<file path="src/rtl/vga_frame_scheduler.sv">
// vga_frame_scheduler: hands the vertical blanking interval to game-object
// update engines one at a time over a req/ack handshake, once per frame.
//
// Ports:
//   vga_clk      in   pixel clock shared with the VGA timing block
//   clr          in   synchronous active-high reset
//   rdn          in   registered read strobe (0 = visible pixel)
//   row_addr     in   registered row address [8:0]
//   client_en    in   per-client enable, sampled at frame end
//   upd_ack      in   per-client done pulse/level
//   upd_req      out  one-hot (or zero) update request
//   frame_tick   out  one-cycle pulse at each accepted frame end
//   busy         out  high while a client is pending in this frame
//   overrun      out  sticky: frame end seen while busy
//   late         out  sticky: visible region started while busy
//   err_timeout  out  sticky per client: request timed out
//   frame_cnt    out  frame counter [15:0]
//
// Optional feature: define FRAME_CNT_EN to build the frame counter;
// otherwise frame_cnt is tied to zero.

module vga_frame_scheduler #(
    parameter int N_CLIENTS = 3,
    parameter int TIMEOUT   = 1023,
    parameter int LAST_ROW  = 479
) (
    input  logic                 vga_clk,
    input  logic                 clr,
    input  logic                 rdn,
    input  logic [8:0]           row_addr,
    input  logic [N_CLIENTS-1:0] client_en,
    input  logic [N_CLIENTS-1:0] upd_ack,
    output logic [N_CLIENTS-1:0] upd_req,
    output logic                 frame_tick,
    output logic                 busy,
    output logic                 overrun,
    output logic                 late,
    output logic [N_CLIENTS-1:0] err_timeout,
    output logic [15:0]          frame_cnt
);

    localparam int IW = (N_CLIENTS > 1) ? $clog2(N_CLIENTS) : 1;
    localparam int TW = $clog2(TIMEOUT);
    localparam logic [N_CLIENTS-1:0] ONE = N_CLIENTS'(1);

    typedef enum logic [1:0] {
        IDLE,
        REQ,
        NEXT
    } state_t;

    state_t               state_q;
    logic                 rdn_q;
    logic [8:0]           row_q;
    logic [N_CLIENTS-1:0] mask_q;
    logic [IW-1:0]        idx_q;
    logic [TW-1:0]        timer_q;
    logic [N_CLIENTS-1:0] upd_req_q;
    logic                 frame_tick_q;
    logic                 busy_q;
    logic                 overrun_q;
    logic                 late_q;
    logic [N_CLIENTS-1:0] err_q;

    logic          fe;
    logic          rdn_fall;
    logic          ack_hit;
    logic          tmo;
    logic          first_vld;
    logic [IW-1:0] first_idx;
    logic          nxt_vld;
    logic [IW-1:0] nxt_idx;

    // Rising rdn right after the last visible row marks frame end.
    assign fe       = rdn & ~rdn_q & (row_q == 9'(LAST_ROW));
    assign rdn_fall = rdn_q & ~rdn;
    assign ack_hit  = upd_ack[idx_q];
    assign tmo      = (timer_q == TW'(TIMEOUT - 1));

    // Lowest enabled client at frame start; downward scan keeps the lowest.
    always_comb begin
        first_vld = 1'b0;
        first_idx = '0;
        for (int i = N_CLIENTS - 1; i >= 0; i--) begin
            if (client_en[i]) begin
                first_vld = 1'b1;
                first_idx = IW'(i);
            end
        end
    end

    // Next enabled client strictly above the one just served.
    always_comb begin
        nxt_vld = 1'b0;
        nxt_idx = '0;
        for (int i = N_CLIENTS - 1; i >= 0; i--) begin
            if (mask_q[i] && (i > int'(idx_q))) begin
                nxt_vld = 1'b1;
                nxt_idx = IW'(i);
            end
        end
    end

    always_ff @(posedge vga_clk) begin
        if (clr) begin
            state_q      <= IDLE;
            rdn_q        <= 1'b1;
            row_q        <= '0;
            mask_q       <= '0;
            idx_q        <= '0;
            timer_q      <= '0;
            upd_req_q    <= '0;
            frame_tick_q <= 1'b0;
            busy_q       <= 1'b0;
            overrun_q    <= 1'b0;
            late_q       <= 1'b0;
            err_q        <= '0;
        end else begin
            rdn_q        <= rdn;
            row_q        <= row_addr;
            frame_tick_q <= 1'b0;

            // A frame end while busy is only flagged; the
            // running sequence is never restarted.
            if (fe && (state_q != IDLE)) begin
                overrun_q <= 1'b1;
            end
            if (rdn_fall && (state_q != IDLE)) begin
                late_q <= 1'b1;
            end

            unique case (state_q)
                IDLE: begin
                    if (fe) begin
                        frame_tick_q <= 1'b1;
                        mask_q       <= client_en;
                        timer_q      <= '0;
                        if (first_vld) begin
                            idx_q     <= first_idx;
                            upd_req_q <= ONE << first_idx;
                            state_q   <= REQ;
                            busy_q    <= 1'b1;
                        end
                    end
                end
                REQ: begin
                    timer_q <= timer_q + 1'b1;
                    if (ack_hit || tmo) begin
                        if (!ack_hit) begin
                            err_q[idx_q] <= 1'b1;
                        end
                        upd_req_q <= '0;
                        state_q   <= NEXT;
                    end
                end
                NEXT: begin
                    timer_q <= '0;
                    if (nxt_vld) begin
                        idx_q     <= nxt_idx;
                        upd_req_q <= ONE << nxt_idx;
                        state_q   <= REQ;
                    end else begin
                        state_q <= IDLE;
                        busy_q  <= 1'b0;
                    end
                end
                default: begin
                    upd_req_q <= '0;
                    state_q   <= IDLE;
                    busy_q    <= 1'b0;
                end
            endcase
        end
    end

`ifdef FRAME_CNT_EN
    logic [15:0] frame_cnt_q;

    // Advances on the same edge that raises frame_tick.
    always_ff @(posedge vga_clk) begin
        if (clr) begin
            frame_cnt_q <= '0;
        end else if (fe && (state_q == IDLE)) begin
            frame_cnt_q <= frame_cnt_q + 16'd1;
        end
    end

    assign frame_cnt = frame_cnt_q;
`else
    assign frame_cnt = 16'h0;
`endif

    assign upd_req     = upd_req_q;
    assign frame_tick  = frame_tick_q;
    assign busy        = busy_q;
    assign overrun     = overrun_q;
    assign late        = late_q;
    assign err_timeout = err_q;

endmodule

</file>
<file path="config.mk">
export PLATFORM = sky130hd
export DESIGN_NAME = vga_frame_scheduler
export DESIGN_NICKNAME = d
export VERILOG_FILES = /design/src/rtl/vga_frame_scheduler.sv
export SDC_FILE = /design/constraint.sdc
export NUM_CORES = 1
export LEC_CHECK = 0
export ABC_AREA = 1
export CAP_MARGIN = 20
export CORE_MARGIN = 3
export CORE_UTILIZATION = 53
export CTS_CLUSTER_DIAMETER = 150
export DETAILED_ROUTE_END_ITERATION = 7
export PLACE_DENSITY = 0.95
export SETUP_SLACK_MARGIN = 0.4
export SLEW_MARGIN = 5
export SYNTH_ARGS = -nofsm -noshare
export SYNTH_HDL_FRONTEND = slang
export SYNTH_SLANG_ARGS = --single-unit
</file>
<file path="constraint.sdc">
create_clock -name vga_clk -period 2.6 [get_ports vga_clk]
set_clock_uncertainty 0.1 [all_clocks]
set_input_delay 0.26 -clock vga_clk [delete_from_list [all_inputs] [get_ports vga_clk]]
set_output_delay 0.26 -clock vga_clk [all_outputs]
set_load 0.01 [all_outputs]
</file>
# Yosys cells after proc, flatten, opt, wreduce, memory -nomap -nowiden
# Cells that the tools add are included.
[totals]
out_inout_bits = 26
elab_cells = 90
in_bits = 18
reg_bits = 37
[op_classes]
shift = 2
n_addsub = 1
n_lt_le_gt_ge = 4
eq_ne = 9
reduce_logical = 18
n_mux = 35
n_bitwise = 9
[ops]
columns = ["cell", "count"]
rows = [
  ["10-bit one-hot mux with 3 select lines", 1],
  ["2-bit 2-to-1 mux", 11],
  ["1-bit 2-to-1 mux", 12],
  ["3-bit 2-to-1 mux", 4],
  ["4-bit AND reduction", 3],
  ["10-bit by 1-bit adder with 10-bit output (second input constant)", 1],
  ["10-bit == test (second input constant)", 1],
  ["10-bit 2-to-1 mux", 1],
  ["2-bit inequality test (second input constant)", 5],
  ["9-bit == test (second input constant)", 1],
  ["3-bit one-hot mux with 3 select lines", 1],
  ["2-bit one-hot mux with 3 select lines", 1],
  ["3-bit AND reduction", 2],
  ["1-bit by 2-bit << shifter with 3-bit output (first input constant)", 2],
  ["1-bit logical AND", 5],
  ["1-bit inverter", 5],
  ["2-bit one-hot mux with 2 select lines", 1],
  ["2-bit AND reduction", 2],
  ["2-bit nonzero test", 2],
  ["1-bit bitwise AND", 3],
  ["2-bit by 3-bit < comparator with 1-bit output (second input constant)", 1],
  ["3-bit bitwise OR", 1],
  ["1-bit one-hot mux with 3 select lines", 1],
  ["3-bit nonzero test", 1],
  ["other kinds (10)", 10],
]

# Logic depth before layout (Yosys ltp)
[depth]
ltp_word = 7
mapped_depth = 10
ltp_nobuf = 10

# Worst setup path before layout
# OpenSTA, ideal clock, no wires.
[synth_path]
path_kind = "flip-flop to flip-flop"
startpoint = "register timer_q[1]"
endpoint = "register timer_q[6]"
t_required_ps = 2430
setup_time_ps = 70
setup_slack_ps = 1223
synth_period_minus_slack_ps = 1377
stages_incl_launch_ff = 10
arrival_time_ps = 1206
n_path_buf = 0
cell_sequence = "dfxtp_1 > ha_1 > nand2_1 > nor2_1 > inv_1 > nor2_1 > inv_1 > o21ai_2 > nand2_1 > a21oi_1"
[synth_via]
elab_chain_len = 2
[synth_lines]
columns = ["element", "line", "text"]
rows = [
  ["start, declared", "57", "logic [TW-1:0] timer_q;"],
  ["start signal, assigned", "147", "timer_q <= timer_q + 1'b1;"],
  ["10-bit by 1-bit adder with 10-bit output", "147", ""],
  ["10-bit one-hot mux with 3 select lines", "132", "unique case (state_q)"],
]
# Every way passes these cells.
# A chain may end at the register's enable or synchronous reset.

# Worst setup path in the final report
[layout_path]
startpoint = "register timer_q[0]"
endpoint = "register timer_q[6]"
# Same word-level chain as after synthesis.

==> results.cfg <==
[power_and_ir_drop]
ir_drop_mv = 0.310
p_int_w = 0.000722
combPwrFrac_pct = 6.9
cellLeakagePower_nw = 0.907
netSwitchingPower_w = 0.000230
swShare_pct = 24.1
p_seq_share_pct = 59.0
power_density_nw_per_um2 = 445
clkPwrFrac_pct = 34.1

[yosys]
synth_cell_types = 23
ys_seq_area_share_pct = 39.7
yosysWarningCount = 0
synth_flop_cell = dfxtp_1
synth_commonest_cells = 52 x nand2_1, 43 x inv_1, 38 x nor2_1
synth_top_cell_by_area = dfxtp_1
ys_top_cells_by_area = dfxtp_1 40%, nand2_1 11%, inv_1 8.9%, nor2_1 7.9%, buf_4 6.6%
synth_top_area_share_pct = 39.7
synth_most_common_cell = nand2_1
synth.avg_cell_area_sq_um = 6.75
ys_seq_elements = 36
synth-edff-count = 0
syn_area_sq_um = 1820
synthArstFlopShare_pct = 0
syn_inst = 269

[clock_network]
root_buffer = clkbuf_4
clk_latency_ns = 0.35
cts.clk_slew.worst_paths_ns = 0.11
cts_buffers = 5
cts_buffer_depth = 2
clock_sinks = 36
cts_setup_buffers = 0
cts-resized-gates = 0
cts_tree = done
htree_levels = 2
ctsHoldBuffers = 0

[floorplanning]
start_util_pct = 57.6
io_pins = 44
die_w_microns = 64.5
die_area_sq_um = 4170
core_area_sq_um = 3150
placementRows = 20
die_h_microns = 64.5

[setup_path]
cp_cell_sequence = ha_1, nand2_1, nor2_1, inv_1, nor2_1, inv_1, o21ai_2, nand2_1, a21oi_1
cp.required_ns = 2.78
worstPathArrival_ns = 1.82
cp-start-kind = flip-flop
crit_fanout = 5
end_kind = flip-flop
crit_type = reg2reg
crit_path_max_incr_delay_ns = 0.43
worstRegToRegCells = 9
worst_path_max_delay_cell = dfxtp_1

[worst_hold_path]
min_path_cells = 3
hp-class = in2reg

[routing]
drtAntennaViolNets = 0
vias = 1658
vias_per_cell = 4.81
drt_pre_antenna_iters = 5
wl_per_cell_microns = 10.8
wl_mm = 3.73
drtIter0Drc = 94
drcViolationCount = 0

[placed_design]
place_congestion = 0.911
port-buffer-count = 27
hpwl_mm = 2.77
dp_cells = 337

[grt]
globalRouteOverflowTotal = 0
grt_max_degree = 27
grt_usage_pct = 19.8
grt_pass1_wl_mm = 6.38
antenna_found_initial = 0
grt_pass1_vias = 1502

[timing]
grt_setup_unrepaired = no
finalSetupTns_ns = 0
finalCritPeriodShare_pct = 63.0
fin_crit_ns = 1.64
max_freq_mhz = 610
finalMaxSlewViolations = 0
setup_viol = 0
hold_viol_final = 0

[cells_and_area]
multiInputGateArea_sq_um = 848
num_antenna_cells = 0
final_net_count = 320
seq_area_sq_um = 721
syn2layout_area_growth_pct = 17.6
instances_no_fill = 345
fill_cells = 279
drive_above_1_share_pct = 6.31

[run]
drv_cap = 0

[status]
outcome = finished clean
critical path, delay by kind of cell (launching register included):
kind | cells | cell delay, ns
buffers and inverters | 2 | 0.18
adders and majority gates | 1 | 0.22
AOI/OAI and AO/OA | 2 | 0.22
and+or+nand+nor | 4 | 0.42
DFF | 1 | 0.43
path summary, 6_finish.rpt:
check	start	endpoint	slack, ns
worst max register to register	timer_q[0]$_SDFFE_PP0P_	timer_q[6]$_SDFFE_PP0P_	0.96
worst min-delay path	row_addr[1]	row_q[1]$_SDFF_PP0_	0.32
worst min register to register	err_timeout[1]$_SDFFE_PP0P_	err_timeout[1]$_SDFFE_PP0P_	0.35
worst max-delay path	timer_q[0]$_SDFFE_PP0P_	timer_q[6]$_SDFFE_PP0P_	0.96
state kept, by name (all words and copies together) (netlist names), 2 cells and up:
name         count
err_timeout      3
idx_q            2
mask_q           2
row_q            9
state_q          2
timer_q         10
upd_req          3
area by class of cell:
cell class	count	share of cell area, %
Multi-Input combinational cell	183	39.7
Sequential cell	36	33.7
Timing Repair Buffer	28	13.0
Inverter	46	8.08
Clock buffer	7	2.58
Tap cell	44	2.58
Clock inverter	1	0.351
stage by stage:
step	hold WS (ns)	util, %	cell area [sq um]	power (W)	setup slack [ns]
final	0.318	67.8	2140	0.000952	0.961
after global routing	0.305	67.8	2140	0.000994	0.744
after CTS	0.304	67.8	2140	0.000960	0.964
after detailed placement	0.340	65.8	2070	0.000640	0.725
after global placement	0.337	65.8	2070	0.000638	0.814
after floorplan	0.257	-	1870	0.000625	1.22
layer usage:
layer / wire length, microns / track usage, % / vias to the layer above
met4: 67 / 9.50 / 0
met5: 0 / 0 / -
met1: 1640 / 21.7 / 727
met2: 1810 / 34.4 / 50
met3: 210 / 6.24 / 7
li1: - / - / 874
power groups by stage:
stage	Sequential, W	Clock (W)	Combinational [W]
final	0.000562	0.000324	0.0000659
after global routing	0.000563	0.000358	0.0000733
after CTS	0.000562	0.000333	0.0000657
after detailed placement	0.000574	0	0.0000652
after global placement	0.000574	0	0.0000639
after floorplan	0.000574	0	0.0000511
cells by family (layout without fill, tap and decap cells):
kind of cell	Yosys count	count (layout)	share of synthesized area (%)
flip-flops	36	36	39.7
AO/OA/AOI/OAI	36	36	10.7
adder cells (fa/ha/maj)	2	2	1.38
AND/OR/NAND/NOR	129	129	31.3
other	1	16	0.206
buffers and inverters	65	82	16.7
cell usage in the layout, fill, tap and decap left out:
cell / count
o21ai_0: 9
nor2_2: 2
inv_2: 2
clkbuf_1: 1
nor3_1: 7
a31oi_1: 2
nand2_4: 1
clkinvlp_4: 1
nand4_1: 4
inv_1: 43
a21oi_1: 22
o21ai_2: 2
nand2_2: 1
buf_4: 1
nand2_1: 52
clkbuf_8: 1
nor2_4: 1
nor2_8: 1
conb_1: 16
a21oi_2: 1
nand3_1: 22
clkbuf_4: 5
dfxtp_1: 36
ha_1: 2
nor2_1: 38
clkinv_1: 1
clkdlybuf4s50_1: 27
Note: power is estimated with default switching activity, not from simulation.
